### src/rtl/z80_mcycle_fsm_if.sv
// Bus bundle between the z80 control path and the machine-cycle sequencer.
// The master issues cycle requests and the slave (sequencer) drives the bus strobes.
interface z80_mcycle_fsm_if #(
    parameter int unsigned ADDR_W = 16,
    parameter int unsigned DATA_W = 8
);
    logic              start;
    logic [2:0]        cyc_type;
    logic [ADDR_W-1:0] addr_in;
    logic [DATA_W-1:0] wdata;
    logic [7:0]        i_reg;
    logic              r_load;
    logic [7:0]        r_wdata;
    logic [DATA_W-1:0] data_in;
    logic              WAIT_L;

    logic              ready;
    logic              done;
    logic [DATA_W-1:0] rdata;
    logic [ADDR_W-1:0] addr_out;
    logic [DATA_W-1:0] data_out;
    logic              data_oe;
    logic [7:0]        r_out;
    logic              M1_L;
    logic              MREQ_L;
    logic              IORQ_L;
    logic              RD_L;
    logic              WR_L;
    logic              RFSH_L;

    modport master (
        output start, cyc_type, addr_in, wdata, i_reg, r_load, r_wdata, data_in, WAIT_L,
        input  ready, done, rdata, addr_out, data_out, data_oe, r_out,
               M1_L, MREQ_L, IORQ_L, RD_L, WR_L, RFSH_L
    );

    modport slave (
        input  start, cyc_type, addr_in, wdata, i_reg, r_load, r_wdata, data_in, WAIT_L,
        output ready, done, rdata, addr_out, data_out, data_oe, r_out,
               M1_L, MREQ_L, IORQ_L, RD_L, WR_L, RFSH_L
    );
endinterface

### src/rtl/z80_mcycle_fsm.sv
// Machine-cycle sequencer: runs one OCF/MR/MW/PR/PW cycle per accepted start,
// with WAIT_L stretching, automatic I/O wait states and R-register refresh.
//
// state | meaning
// IDLE  | no cycle in progress, ready for start
// T1    | first T-state, address driven
// T2    | strobes active, WAIT_L sampled on exit (non-I/O or IO_WAIT=0)
// TA    | automatic I/O wait, WAIT_L sampled on exit of the last one
// TW    | external wait while WAIT_L=0 is sampled
// T3    | data captured on entry; final state except for OCF (refresh)
// T4    | OCF refresh tail, final state, R increments on exit
module z80_mcycle_fsm #(
    parameter int unsigned ADDR_W  = 16,
    parameter int unsigned DATA_W  = 8,
    parameter int unsigned IO_WAIT = 1,
    parameter int unsigned R_W     = 7
) (
    input logic             clk_i,
    input logic             rst_i,
    z80_mcycle_fsm_if.slave bus_if
);

    typedef enum logic [2:0] {
        S_IDLE, S_T1, S_T2, S_TA, S_TW, S_T3, S_T4
    } state_e;

    typedef enum logic [2:0] {
        CY_OCF = 3'd0,
        CY_MR  = 3'd1,
        CY_MW  = 3'd2,
        CY_PR  = 3'd3,
        CY_PW  = 3'd4
    } cyc_e;

    localparam bit         HAS_TA  = (IO_WAIT != 0);
    localparam logic [2:0] TA_LAST = 3'(IO_WAIT - 1);
    localparam logic [7:0] R_MASK  = 8'((1 << R_W) - 1);

    state_e            state_q, state_d;
    cyc_e              type_q, type_d;
    logic [ADDR_W-1:0] addr_q, addr_d;
    logic [DATA_W-1:0] wdata_q, wdata_d;
    logic [DATA_W-1:0] rdata_q, rdata_d;
    logic [7:0]        r_q, r_d;
    logic [2:0]        ta_cnt_q, ta_cnt_d;

    logic m1_l, mreq_l, iorq_l, rd_l, wr_l, rfsh_l;
    logic data_oe, done, ready;
    logic start_ok, enter_t3, is_io, is_read;

    always_ff @(posedge clk_i) begin
        if (rst_i) begin
            state_q  <= S_IDLE;
            type_q   <= CY_OCF;
            addr_q   <= '0;
            wdata_q  <= '0;
            rdata_q  <= '0;
            r_q      <= '0;
            ta_cnt_q <= '0;
        end else begin
            state_q  <= state_d;
            type_q   <= type_d;
            addr_q   <= addr_d;
            wdata_q  <= wdata_d;
            rdata_q  <= rdata_d;
            r_q      <= r_d;
            ta_cnt_q <= ta_cnt_d;
        end
    end

    always_comb begin
        state_d  = state_q;
        type_d   = type_q;
        addr_d   = addr_q;
        wdata_d  = wdata_q;
        rdata_d  = rdata_q;
        r_d      = r_q;
        ta_cnt_d = ta_cnt_q;

        m1_l     = 1'b1;
        mreq_l   = 1'b1;
        iorq_l   = 1'b1;
        rd_l     = 1'b1;
        wr_l     = 1'b1;
        rfsh_l   = 1'b1;
        data_oe  = 1'b0;
        done     = 1'b0;
        ready    = 1'b0;
        enter_t3 = 1'b0;

        is_io    = (type_q == CY_PR) || (type_q == CY_PW);
        is_read  = (type_q == CY_OCF) || (type_q == CY_MR) || (type_q == CY_PR);
        start_ok = bus_if.start && (bus_if.cyc_type <= 3'd4);

        case (state_q)
            S_IDLE: ready = 1'b1;
            S_T1: begin
                state_d = S_T2;
                case (type_q)
                    CY_OCF:  begin m1_l = 1'b0; mreq_l = 1'b0; rd_l = 1'b0; end
                    CY_MR:   begin mreq_l = 1'b0; rd_l = 1'b0; end
                    CY_MW:   begin mreq_l = 1'b0; data_oe = 1'b1; end
                    CY_PW:   data_oe = 1'b1;
                    default: ;
                endcase
            end
            S_T2, S_TA, S_TW: begin
                case (type_q)
                    CY_OCF:  begin m1_l = 1'b0; mreq_l = 1'b0; rd_l = 1'b0; end
                    CY_MR:   begin mreq_l = 1'b0; rd_l = 1'b0; end
                    CY_MW:   begin mreq_l = 1'b0; wr_l = 1'b0; data_oe = 1'b1; end
                    CY_PR:   begin iorq_l = 1'b0; rd_l = 1'b0; end
                    CY_PW:   begin iorq_l = 1'b0; wr_l = 1'b0; data_oe = 1'b1; end
                    default: ;
                endcase
                // WAIT_L is ignored on T2 exit when automatic I/O waits follow
                if (state_q == S_T2 && is_io && HAS_TA) begin
                    state_d  = S_TA;
                    ta_cnt_d = TA_LAST;
                end else if (state_q == S_TA && ta_cnt_q != 3'd0) begin
                    ta_cnt_d = ta_cnt_q - 3'd1;
                end else if (!bus_if.WAIT_L) begin
                    state_d = S_TW;
                end else begin
                    enter_t3 = 1'b1;
                end
            end
            S_T3: begin
                if (type_q == CY_OCF) begin
                    mreq_l  = 1'b0;
                    rfsh_l  = 1'b0;
                    state_d = S_T4;
                end else begin
                    done    = 1'b1;
                    ready   = 1'b1;
                    data_oe = (type_q == CY_MW) || (type_q == CY_PW);
                end
            end
            S_T4: begin
                rfsh_l = 1'b0;
                done   = 1'b1;
                ready  = 1'b1;
            end
            default: state_d = S_IDLE;
        endcase

        if (enter_t3) begin
            state_d = S_T3;
            if (is_read) begin
                rdata_d = bus_if.data_in;
            end
            if (type_q == CY_OCF) begin
                addr_d = ADDR_W'({bus_if.i_reg, r_q});
            end
        end

        // Final states chain straight into T1 so back-to-back cycles have no gap
        if (ready) begin
            state_d = S_IDLE;
            if (start_ok) begin
                state_d = S_T1;
                type_d  = cyc_e'(bus_if.cyc_type);
                addr_d  = bus_if.addr_in;
                wdata_d = bus_if.wdata;
            end
        end

        if (state_q == S_T4) begin
            r_d = (r_q & ~R_MASK) | ((r_q + 8'd1) & R_MASK);
        end
        if (bus_if.r_load) begin
            r_d = bus_if.r_wdata;
        end
    end

    assign bus_if.ready    = ready;
    assign bus_if.done     = done;
    assign bus_if.rdata    = rdata_q;
    assign bus_if.addr_out = addr_q;
    assign bus_if.data_out = wdata_q;
    assign bus_if.data_oe  = data_oe;
    assign bus_if.r_out    = r_q;
    assign bus_if.M1_L     = m1_l;
    assign bus_if.MREQ_L   = mreq_l;
    assign bus_if.IORQ_L   = iorq_l;
    assign bus_if.RD_L     = rd_l;
    assign bus_if.WR_L     = wr_l;
    assign bus_if.RFSH_L   = rfsh_l;

endmodule
### src/flat_wrapper.sv
// flat-port wrapper written by rule: the top's interface ports become plain ports
module z80_mcycle_fsm_flat 
#(
    parameter int unsigned ADDR_W  = 16,
    parameter int unsigned DATA_W  = 8,
    parameter int unsigned IO_WAIT = 1,
    parameter int unsigned R_W     = 7
)
  (clk_i, rst_i, bus_if_start, bus_if_cyc_type, bus_if_addr_in, bus_if_wdata, bus_if_i_reg, bus_if_r_load, bus_if_r_wdata, bus_if_data_in, bus_if_WAIT_L, bus_if_ready, bus_if_done, bus_if_rdata, bus_if_addr_out, bus_if_data_out, bus_if_data_oe, bus_if_r_out, bus_if_M1_L, bus_if_MREQ_L, bus_if_IORQ_L, bus_if_RD_L, bus_if_WR_L, bus_if_RFSH_L);
  z80_mcycle_fsm_if #(.ADDR_W(ADDR_W), .DATA_W(DATA_W)) bus_if_i ();
  input logic clk_i;
  input logic rst_i;
  input wire logic [$bits(bus_if_i.start)-1:0] bus_if_start;
  input wire logic [$bits(bus_if_i.cyc_type)-1:0] bus_if_cyc_type;
  input wire logic [$bits(bus_if_i.addr_in)-1:0] bus_if_addr_in;
  input wire logic [$bits(bus_if_i.wdata)-1:0] bus_if_wdata;
  input wire logic [$bits(bus_if_i.i_reg)-1:0] bus_if_i_reg;
  input wire logic [$bits(bus_if_i.r_load)-1:0] bus_if_r_load;
  input wire logic [$bits(bus_if_i.r_wdata)-1:0] bus_if_r_wdata;
  input wire logic [$bits(bus_if_i.data_in)-1:0] bus_if_data_in;
  input wire logic [$bits(bus_if_i.WAIT_L)-1:0] bus_if_WAIT_L;
  output wire logic [$bits(bus_if_i.ready)-1:0] bus_if_ready;
  output wire logic [$bits(bus_if_i.done)-1:0] bus_if_done;
  output wire logic [$bits(bus_if_i.rdata)-1:0] bus_if_rdata;
  output wire logic [$bits(bus_if_i.addr_out)-1:0] bus_if_addr_out;
  output wire logic [$bits(bus_if_i.data_out)-1:0] bus_if_data_out;
  output wire logic [$bits(bus_if_i.data_oe)-1:0] bus_if_data_oe;
  output wire logic [$bits(bus_if_i.r_out)-1:0] bus_if_r_out;
  output wire logic [$bits(bus_if_i.M1_L)-1:0] bus_if_M1_L;
  output wire logic [$bits(bus_if_i.MREQ_L)-1:0] bus_if_MREQ_L;
  output wire logic [$bits(bus_if_i.IORQ_L)-1:0] bus_if_IORQ_L;
  output wire logic [$bits(bus_if_i.RD_L)-1:0] bus_if_RD_L;
  output wire logic [$bits(bus_if_i.WR_L)-1:0] bus_if_WR_L;
  output wire logic [$bits(bus_if_i.RFSH_L)-1:0] bus_if_RFSH_L;
  assign bus_if_i.start = bus_if_start;
  assign bus_if_i.cyc_type = bus_if_cyc_type;
  assign bus_if_i.addr_in = bus_if_addr_in;
  assign bus_if_i.wdata = bus_if_wdata;
  assign bus_if_i.i_reg = bus_if_i_reg;
  assign bus_if_i.r_load = bus_if_r_load;
  assign bus_if_i.r_wdata = bus_if_r_wdata;
  assign bus_if_i.data_in = bus_if_data_in;
  assign bus_if_i.WAIT_L = bus_if_WAIT_L;
  assign bus_if_ready = bus_if_i.ready;
  assign bus_if_done = bus_if_i.done;
  assign bus_if_rdata = bus_if_i.rdata;
  assign bus_if_addr_out = bus_if_i.addr_out;
  assign bus_if_data_out = bus_if_i.data_out;
  assign bus_if_data_oe = bus_if_i.data_oe;
  assign bus_if_r_out = bus_if_i.r_out;
  assign bus_if_M1_L = bus_if_i.M1_L;
  assign bus_if_MREQ_L = bus_if_i.MREQ_L;
  assign bus_if_IORQ_L = bus_if_i.IORQ_L;
  assign bus_if_RD_L = bus_if_i.RD_L;
  assign bus_if_WR_L = bus_if_i.WR_L;
  assign bus_if_RFSH_L = bus_if_i.RFSH_L;
  z80_mcycle_fsm #(.ADDR_W(ADDR_W), .DATA_W(DATA_W), .IO_WAIT(IO_WAIT), .R_W(R_W)) u_core (.clk_i(clk_i), .rst_i(rst_i), .bus_if(bus_if_i));
endmodule
### config.mk
export PLATFORM = sky130hd
export DESIGN_NAME = z80_mcycle_fsm_flat
export DESIGN_NICKNAME = d
export VERILOG_FILES = /design/src/rtl/z80_mcycle_fsm_if.sv /design/src/rtl/z80_mcycle_fsm.sv /design/src/flat_wrapper.sv
export SDC_FILE = /design/constraint.sdc
export NUM_CORES = 1
export LEC_CHECK = 0
export ABC_AREA = 1
export BUFFER_PORTS_ARGS = -buffer_cell sky130_fd_sc_hd__buf_2
export CORE_MARGIN = 2
export CORE_UTILIZATION = 42
export CTS_BUF_LIST = sky130_fd_sc_hd__clkbuf_16
export DETAILED_ROUTE_END_ITERATION = 8
export PLACE_DENSITY = 0.66
export SLEW_MARGIN = 40
export SYNTH_ARGS = -nofsm -noshare
export SYNTH_HDL_FRONTEND = slang
export SYNTH_SLANG_ARGS = --single-unit
### constraint.sdc
create_clock -name clk_i -period 2.4 [get_ports clk_i]
set_input_delay 0.48 -clock clk_i [delete_from_list [all_inputs] [get_ports clk_i]]
set_output_delay 0.48 -clock clk_i [all_outputs]
set_load 0.005 [all_outputs]
Yosys cells after proc, flatten, opt, wreduce, memory -nomap -nowiden

Cells that the tools add are included.

Add/sub/neg operators: 2
Multipliers: 0
Divide/modulo/power cells: 0
Magnitude comparators: 1
Equal/unequal tests: 14
Shift-type cells: 0
Mux-type cells: 37
Bitwise logic cells: 1
Reduce and logical (&&, ||, !) cells: 24

Operator list:

| operator            | count |
|---|---|
| $mux 16             | 4 |
| $mux 3              | 8 |
| $mux 1              | 16 |
| $mux 8              | 2 |
| $eq 3x2->1 const B  | 4 |
| $eq 3x3->1 const B  | 4 |
| $pmux 1 s2          | 6 |
| $pmux 3 s4          | 1 |
| $ne 5x3->1 const B  | 2 |
| $reduce_or 3->1     | 3 |
| $or 8x7->8          | 1 |
| $reduce_or 2->1     | 4 |
| $add 7x1->7 const B | 1 |
| $eq 3x1->1 const B  | 2 |
| $logic_not 3->1     | 2 |
| $reduce_and 2->1    | 3 |
| $logic_or 1x1->1    | 4 |
| $ne 4x2->1 const B  | 1 |
| $reduce_and 4->1    | 1 |
| $reduce_bool 2->1   | 2 |
| $reduce_or 4->1     | 1 |
| $le 3x3->1 const B  | 1 |
| $logic_and 1x1->1   | 3 |
| $ne 3x1->1 const B  | 1 |
| 2 further kinds     | 2 |

Register bits after elaboration: 49
Bits in latches: 0
Bits in writable memories: 0
ROM bits: 0
Output and inout bits: 49
Logic and storage cells: 86
Memories kept: 0

Logic depth before layout (Yosys ltp)

Gate-level depths: netlist (run 1).

Depth after elaboration: 8
Depth in mapped cells: 11

Least setup slack after synthesis (run 1)

OpenSTA, ideal clock, no wires.

Kind: reg2out
Start point: register u_core.state_q[2]
End point: output port bus_if_IORQ_L
Arrival: 1.101 ns
Setup slack: 0.819 ns
Cell stages (with the launch flop): 5
Buffers on the path: 2
Path through: dfxtp_1 > buf_4 > o21ai_2 > clkbuf_1 > nand3_1

Word-level cells in the longest chain between the ends: 3
Elaborated cells between the ends (all ways): 5

RTL lines:

| item                                     | line                 | source |
|---|---|---|
| start, declared                          | z80_mcycle_fsm.sv:39 | `state_e state_q, state_d;` |
| start signal, assigned                   | z80_mcycle_fsm.sv:61 | `state_q <= state_d;` |
| $eq 3x3->1 or $eq 3x2->1 (tied branches) | z80_mcycle_fsm.sv:95 | `case (state_q)` |
| $reduce_or 3->1 (*)                      | z80_mcycle_fsm.sv:95 |  |
| $mux 1 (*)                               | z80_mcycle_fsm.sv:95 |  |
| end, declared                            | flat_wrapper.sv:31   | `output wire logic [$bits(bus_if_i.IORQ_L)-1:0] bus_if_IORQ_L;` |

Mark *: on every way between the ends. The rest lies on a longest branch, timed or not.

Final worst setup path (run 1)

Start point: register u_core.state_q[2]
End point: output port bus_if_MREQ_L

Word-level cells in the longest chain between the ends: 3
Elaborated cells between the ends (all ways): 7

RTL lines:

| item                               | line                 | source |
|---|---|---|
| $eq 3x1->1 (tied with other cells) | z80_mcycle_fsm.sv:95 |  |
| $reduce_or 4->1 (no source line)   | n/a                  |  |
| $pmux 1 s2 (*)                     | z80_mcycle_fsm.sv:95 |  |
| end, declared                      | flat_wrapper.sv:30   | `output wire logic [$bits(bus_if_i.MREQ_L)-1:0] bus_if_MREQ_L;` |

Marks and branches as above.

==> results of run 1 <==
## synthesized netlist by cell type, types with 2 or more instances
cell | number | share of area [%]
nand2_1 | 112 | 15
inv_1 | 57 | 7.6
dfxtp_1 | 49 | 35
nor2_1 | 46 | 6.2
nand3_1 | 42 | 7.5
o21ai_1 | 22 | 3.9
nand4_1 | 17 | 3.8
a21oi_1 | 15 | 2.7
o21ai_0 | 14 | 2.5
clkbuf_1 | 10 | 1.3
buf_2 | 5 | 0.89
buf_4 | 5 | 1.3
o211ai_1 | 5 | 1.3
inv_2 | 4 | 0.54
nand2_4 | 4 | 1.6
buf_6 | 3 | 1.2
ha_1 | 3 | 1.3
a221oi_1 | 2 | 0.62
a31oi_1 | 2 | 0.45
nand2_2 | 2 | 0.45
nand3_2 | 2 | 0.71
nor2_2 | 2 | 0.45
## path summary, 6_finish.rpt
| check | cells past startpoint | end | slack (ps) |
|---|---|---|---|
| max | 7 | bus_if_MREQ_L | 280 |
| min | 3 | u_core.bus_if.rdata[0] | 410 |
| max reg2reg | 8 | u_core.bus_if.data_out[5] | 510 |
| min reg2reg | 2 | u_core.bus_if.data_out[6] | 490 |
## through the flow
| stage | instances | setup WS [ps] | hold WS (ps) |
|---|---|---|---|
| after global placement | 597 | 583.6 | 469.4 |
| after detailed placement | 597 | 516.8 | 477.3 |
| after global routing | 605 | 118.3 | 415.9 |
| final | 605 | 283.9 | 412.8 |
| after CTS | 605 | 288.0 | 407.3 |
| after floorplan | 433 | 819.2 | 471.8 |
## per-layer routing
layer,up-vias,track usage (%),routed length [um]
met1,1302,26.38,3403
met5,-,0,0
met2,105,32.10,3217
li1,1576,-,-
met3,13,5.582,558
met4,0,6.494,121
## flip-flops by register name, indices dropped and copies added (netlist names)
signal,count
u_core.state_q,3
u_core.type_q,3
u_core.bus_if.addr_out,16
u_core.bus_if.r_out,8
u_core.bus_if.rdata,8
u_core.bus_if.data_out,8
u_core.ta_cnt_q,3
## cell families (layout without fill, tap and decap cells)
group / count (synthesis) / in the layout / share of synthesized area (%)
AO/OA/AOI/OAI: 66 / 66 / 13.56
buffers and inverters: 84 / 179 / 12.93
AND/OR/NAND/NOR: 231 / 231 / 37.20
adder cells (fa/ha/maj): 3 / 3 / 1.338
flip-flops: 49 / 49 / 34.97
## layout make-up
type | instances | area (um^2)
well taps | 77 | 96.34
clock buffers | 5 | 125.1
flip-flops and latches | 49 | 980.9
fillers | 651 | 2943
clock inverters | 3 | 21.27
multi-input cells | 300 | 1461
repair buffers | 110 | 565.5
inverters | 61 | 229.0
## worst max-delay path: cells and delay by family, from the launching register on
kind | cells | cell delay, ps
AO/OA/AOI/OAI | 3 | 370
AND/OR/NAND/NOR | 2 | 210
buffers and inverters | 2 | 230
flip-flops | 1 | 540
## power breakdown
group | switching (uW) | internal, uW
Clock | 313 | 388
Sequential | 47.1 | 863
Combinational | 198 | 151
Total | 558 | 1400
==> run metrics, run 1 <==
status=finished, violations left; failing checks=design-rule violations; slowest CP cell=dfxtp_1; Setup crit start=u_core.state_q[2]; CTS max path bufs=2; Die ar.=around 0.0073 mm^2; # nets final=between 500 and 600; RePlAce Congestion=around 0.81; CP arrival=1640 ps; Worst Path Required=roughly 1900 ps; routed via count=roughly 3000; final hold vios=0; CP Launch Type=register; Slew Viols, Final=0; crit path cell chain=nand2_1 > o21ai_2 > inv_1 > o21ai_1 > nand2_1 > o211ai_1 > buf_2; ANT cells=0; row cnt=29; final setup skew=about 4.6 ps; RSZ-0062 raised after global routing=false; post-cts sizing count=0; DR vias/cell=around 5.0; Num Clock Sinks=49; Max H-tree Level=2; clock slew at reported path FFs=roughly 70 ps; initial antenna violation count=0; core box area=roughly 0.0064 mm^2; Total Wirelength=roughly 7300 um; CTS Buf Count=5; Worst Tran Pin Value=about 470 ps; Async SR Flop Fraction=0%; total power=between 1500 and 2000 uW; slowest stage delay, CP=about 540 ps; Yosys cell types=32; Detail Placement HPWL=about 5500 um; maximum VDD drop=about 0.28 mV; max cap viols=0; drt drc=5; Setup Crit Path Kind=register to primary output; CP Max Fanout=11; Post-Syn Area=approximately 0.0028 mm^2; Mean Syn Cell Area=between 6 and 7 um^2; crit share post-route=about 88%; CP endpoint kind=primary output; chip width=85.73 um; sequential area share after synthesis=approximately a third; post-CTS setup buffers=0; maximum number of pins on one net before global-route repair=46; min Tclk post-route=around 2100 ps; final number of setup-violating endpoints=0; vias in the first global route=about 2700; router iterations before antenna repair=6; first-pass GRT wire length=roughly 12000 um; # IOs=roughly 110; Seq cells post-synth=slightly below 50; layout cells sized above 1=25.76%; Area Overhead vs Synth=24.04%; setup TNS=0 ps; fin util=between 50% and 60%; Mapped Nets=slightly below 500; DR iter-0 viols=178; PwrDens=approximately 560 mW/mm^2; gr usage total=between 20 and 25%; Slew HR=~69%; Hold WC Path Type=input port to register; Main synth FF type=dfxtp_1; Warnings, synthesis=0; Peak Freq=between 400 and 500 MHz; DP Area=about 0.0033 mm^2; HP Start=bus_if_data_in[0]; design area=between 0.003 and 0.004 mm^2; Static Leak=between 0.0015 and 0.002 uW; Port-buffer cells=104; CP dominant cell by count=nand2_1; leading cell types in the layout, fill and taps excluded=112 x nand2_1, 104 x buf_2, 57 x inv_1; Root Driver=clkbuf_16; worst r2r src=u_core.type_q[2]; CTS tree=yes; number of hold buffers added after cts=0; Final ANT Viol Nets=0; most common cell after layout, fill and taps aside=nand2_1; GR Overflow Total=0; worst skew pair latency=~290 ps; Die H=around 86 um; Post-Synthesis Cells=433; Avg WL per Cell=approximately 12 um; initial cell density of the core=a little over two fifths; number of synthesized flops with an enable pin=0
Power figures use the tool's default switching activity.
==> run 2, diff against run 1 <==
--- a/config.mk
+++ b/config.mk
@@ -6,12 +6,13 @@
 export NUM_CORES = 1
 export LEC_CHECK = 0
 export ABC_AREA = 1
-export BUFFER_PORTS_ARGS = -buffer_cell sky130_fd_sc_hd__buf_2
+export CORE_ASPECT_RATIO = 1.2
 export CORE_MARGIN = 2
 export CORE_UTILIZATION = 42
 export CTS_BUF_LIST = sky130_fd_sc_hd__clkbuf_16
 export DETAILED_ROUTE_END_ITERATION = 8
-export PLACE_DENSITY = 0.66
+export DONT_BUFFER_PORTS = 1
+export PLACE_DENSITY = 0.52
 export SLEW_MARGIN = 40
 export SYNTH_ARGS = -nofsm -noshare
 export SYNTH_HDL_FRONTEND = slang
==> run 2 against run 1 <==
Net effect:
- the flow now finishes without violations
- sequential cell count unchanged
- final area shrank 14%
- combinational power shrank 27%
- critical path depth is 1 lower
- total power decreased by 5.6%
- first-iteration DRC count down 49%
- highest routed layer unchanged
- global-route usage up 0.74 points
- via count is 12% lower
- register-to-register slack got worse by 70 ps
- count of clock-buffer cells in the layout is the same
- die area hardly changed
- non-clock buffer count is 102 lower
==> run metrics, run 2 (synthesis gave the netlist of run 1 again) <==
status=finished clean; vias in the first global route=between 2000 and 3000; PwrDens=621.7 mW/mm^2; initial antenna violation count=0; Static Leak=between 0.001 and 0.0015 uW; # nets final=484; setup TNS=0 ps; final number of setup-violating endpoints=0; max reg flops=16; Peak Freq=about 490 MHz; chip width=~79 um; Worst Tran Pin Value=~420 ps; RSZ-0062 raised after global routing=false; Setup Crit Path Kind=register to primary output; fill count=between 700 and 800; Die H=roughly 94 um; CTS Buf Count=5; initial cell density of the core=a little over two fifths; maximum VDD drop=roughly 0.35 mV; min Tclk post-route=between 2000 and 2500 ps; crit share post-route=between 80% and 90%; Slew Viols, Final=0; CP Max Fanout=11; Worst Path Required=1920 ps; drt drc=0; clock slew at reported path FFs=60 ps; router iterations before antenna repair=4; CP arrival=between 1500 and 2000 ps; ANT cells=0; Num Clock Sinks=49; post-CTS setup buffers=0; layout cells sized above 1=7.981%; most common cell after layout, fill and taps aside=nand2_1; DR vias/cell=just over 5; leading cell types in the layout, fill and taps excluded=112 x nand2_1, 58 x inv_1, 49 x dfxtp_1; Total Wirelength=~7400 um; final hold vios=0; routed via count=between 2000 and 3000; RePlAce Congestion=a little under 0.8; worst skew pair latency=between 200 and 300 ps; Root Driver=clkbuf_16; core box area=between 0.006 and 0.007 mm^2; row cnt=32; maximum number of pins on one net before global-route repair=27; CP endpoint kind=primary output; Area Overhead vs Synth=6.110%; Worst Hold Margin=around 260 ps; Port-buffer cells=0; Die ar.=0.007352 mm^2; Hold WC Path Type=input port to register; max cap viols=0; Detail Placement HPWL=between 5000 and 6000 um; Avg WL per Cell=between 10 and 15 um; CP Launch Type=register; number of hold buffers added after cts=0; GR Overflow Total=0; post-route insts no fill=511; Final ANT Viol Nets=0; gr usage total=between 20% and 30%; final setup skew=4.492 ps; post-cts sizing count=0; CTS tree=yes; first-pass GRT wire length=roughly 12000 um; DR iter-0 viols=91; Slew HR=between 70% and 80%; dpl cells=503; CTS max path bufs=2; Max H-tree Level=2; # IOs=~110
## run 2: cell types whose count changed in the layout (fill, tap and decap cells not counted), sizes merged
cell and delta:
buf -102
## run 2: path summary, 6_finish.rpt
path / start / to / slack, ps / cells past startpoint
setup / recovery: u_core.state_q[2] / bus_if_MREQ_L / 370 / 6
hold / removal: rst_i / u_core.type_q[0] / 260 / 1
setup reg to reg: u_core.state_q[2] / u_core.bus_if.addr_out[7] / 440 / 10
hold reg to reg: u_core.ta_cnt_q[0] / u_core.ta_cnt_q[0] / 500 / 3
## run 2: through the flow
step	cell area (um^2)	utilization, %	setup slack (ps)	total power (uW)
5_1_grt	2977	46.18	190.2	1958
2_1_floorplan	2805	-	819.2	1140
3_3_place_gp	2838	44.02	421.4	1193
6_report	2977	46.18	371.7	1850
4_1_cts	2977	46.18	351.3	1877
3_5_place_dp	2838	44.02	417.5	1197
## run 2: layout make-up
type / count / area, um^2 / area share (%)
clock inverter: 3 / 13.76 / 0.4624
tap: 85 / 106.4 / 3.573
inverter: 61 / 229.0 / 7.692
timing repair buffer: 8 / 60.06 / 2.018
clock buffer: 5 / 125.1 / 4.203
sequential: 49 / 980.9 / 32.96
multi-input combinational: 300 / 1461 / 49.10
## run 2: per-layer routing
metal	GRT usage [%]	vias up	part of all wire [%]
met1	24.73	1189	43
li1	-	1370	-
met3	6.660	2	8.1
met4	5.556	0	0.60
met2	36.11	75	49
met5	0	-	0
## run 2: critical path: stages (launching register included)
cell      delay [ps]
dfxtp_1          570
nand2_1          130
o21ai_2           90
inv_1             70
o21ai_1          190
nand2_1          100
o211ai_1         120
## run 2: power breakdown
group | internal [uW] | switching [uW] | total (uW)
combinational | 93.0 | 162 | 255
sequential | 863 | 56.8 | 920
clock | 379 | 297 | 676
total | 1330 | 516 | 1850
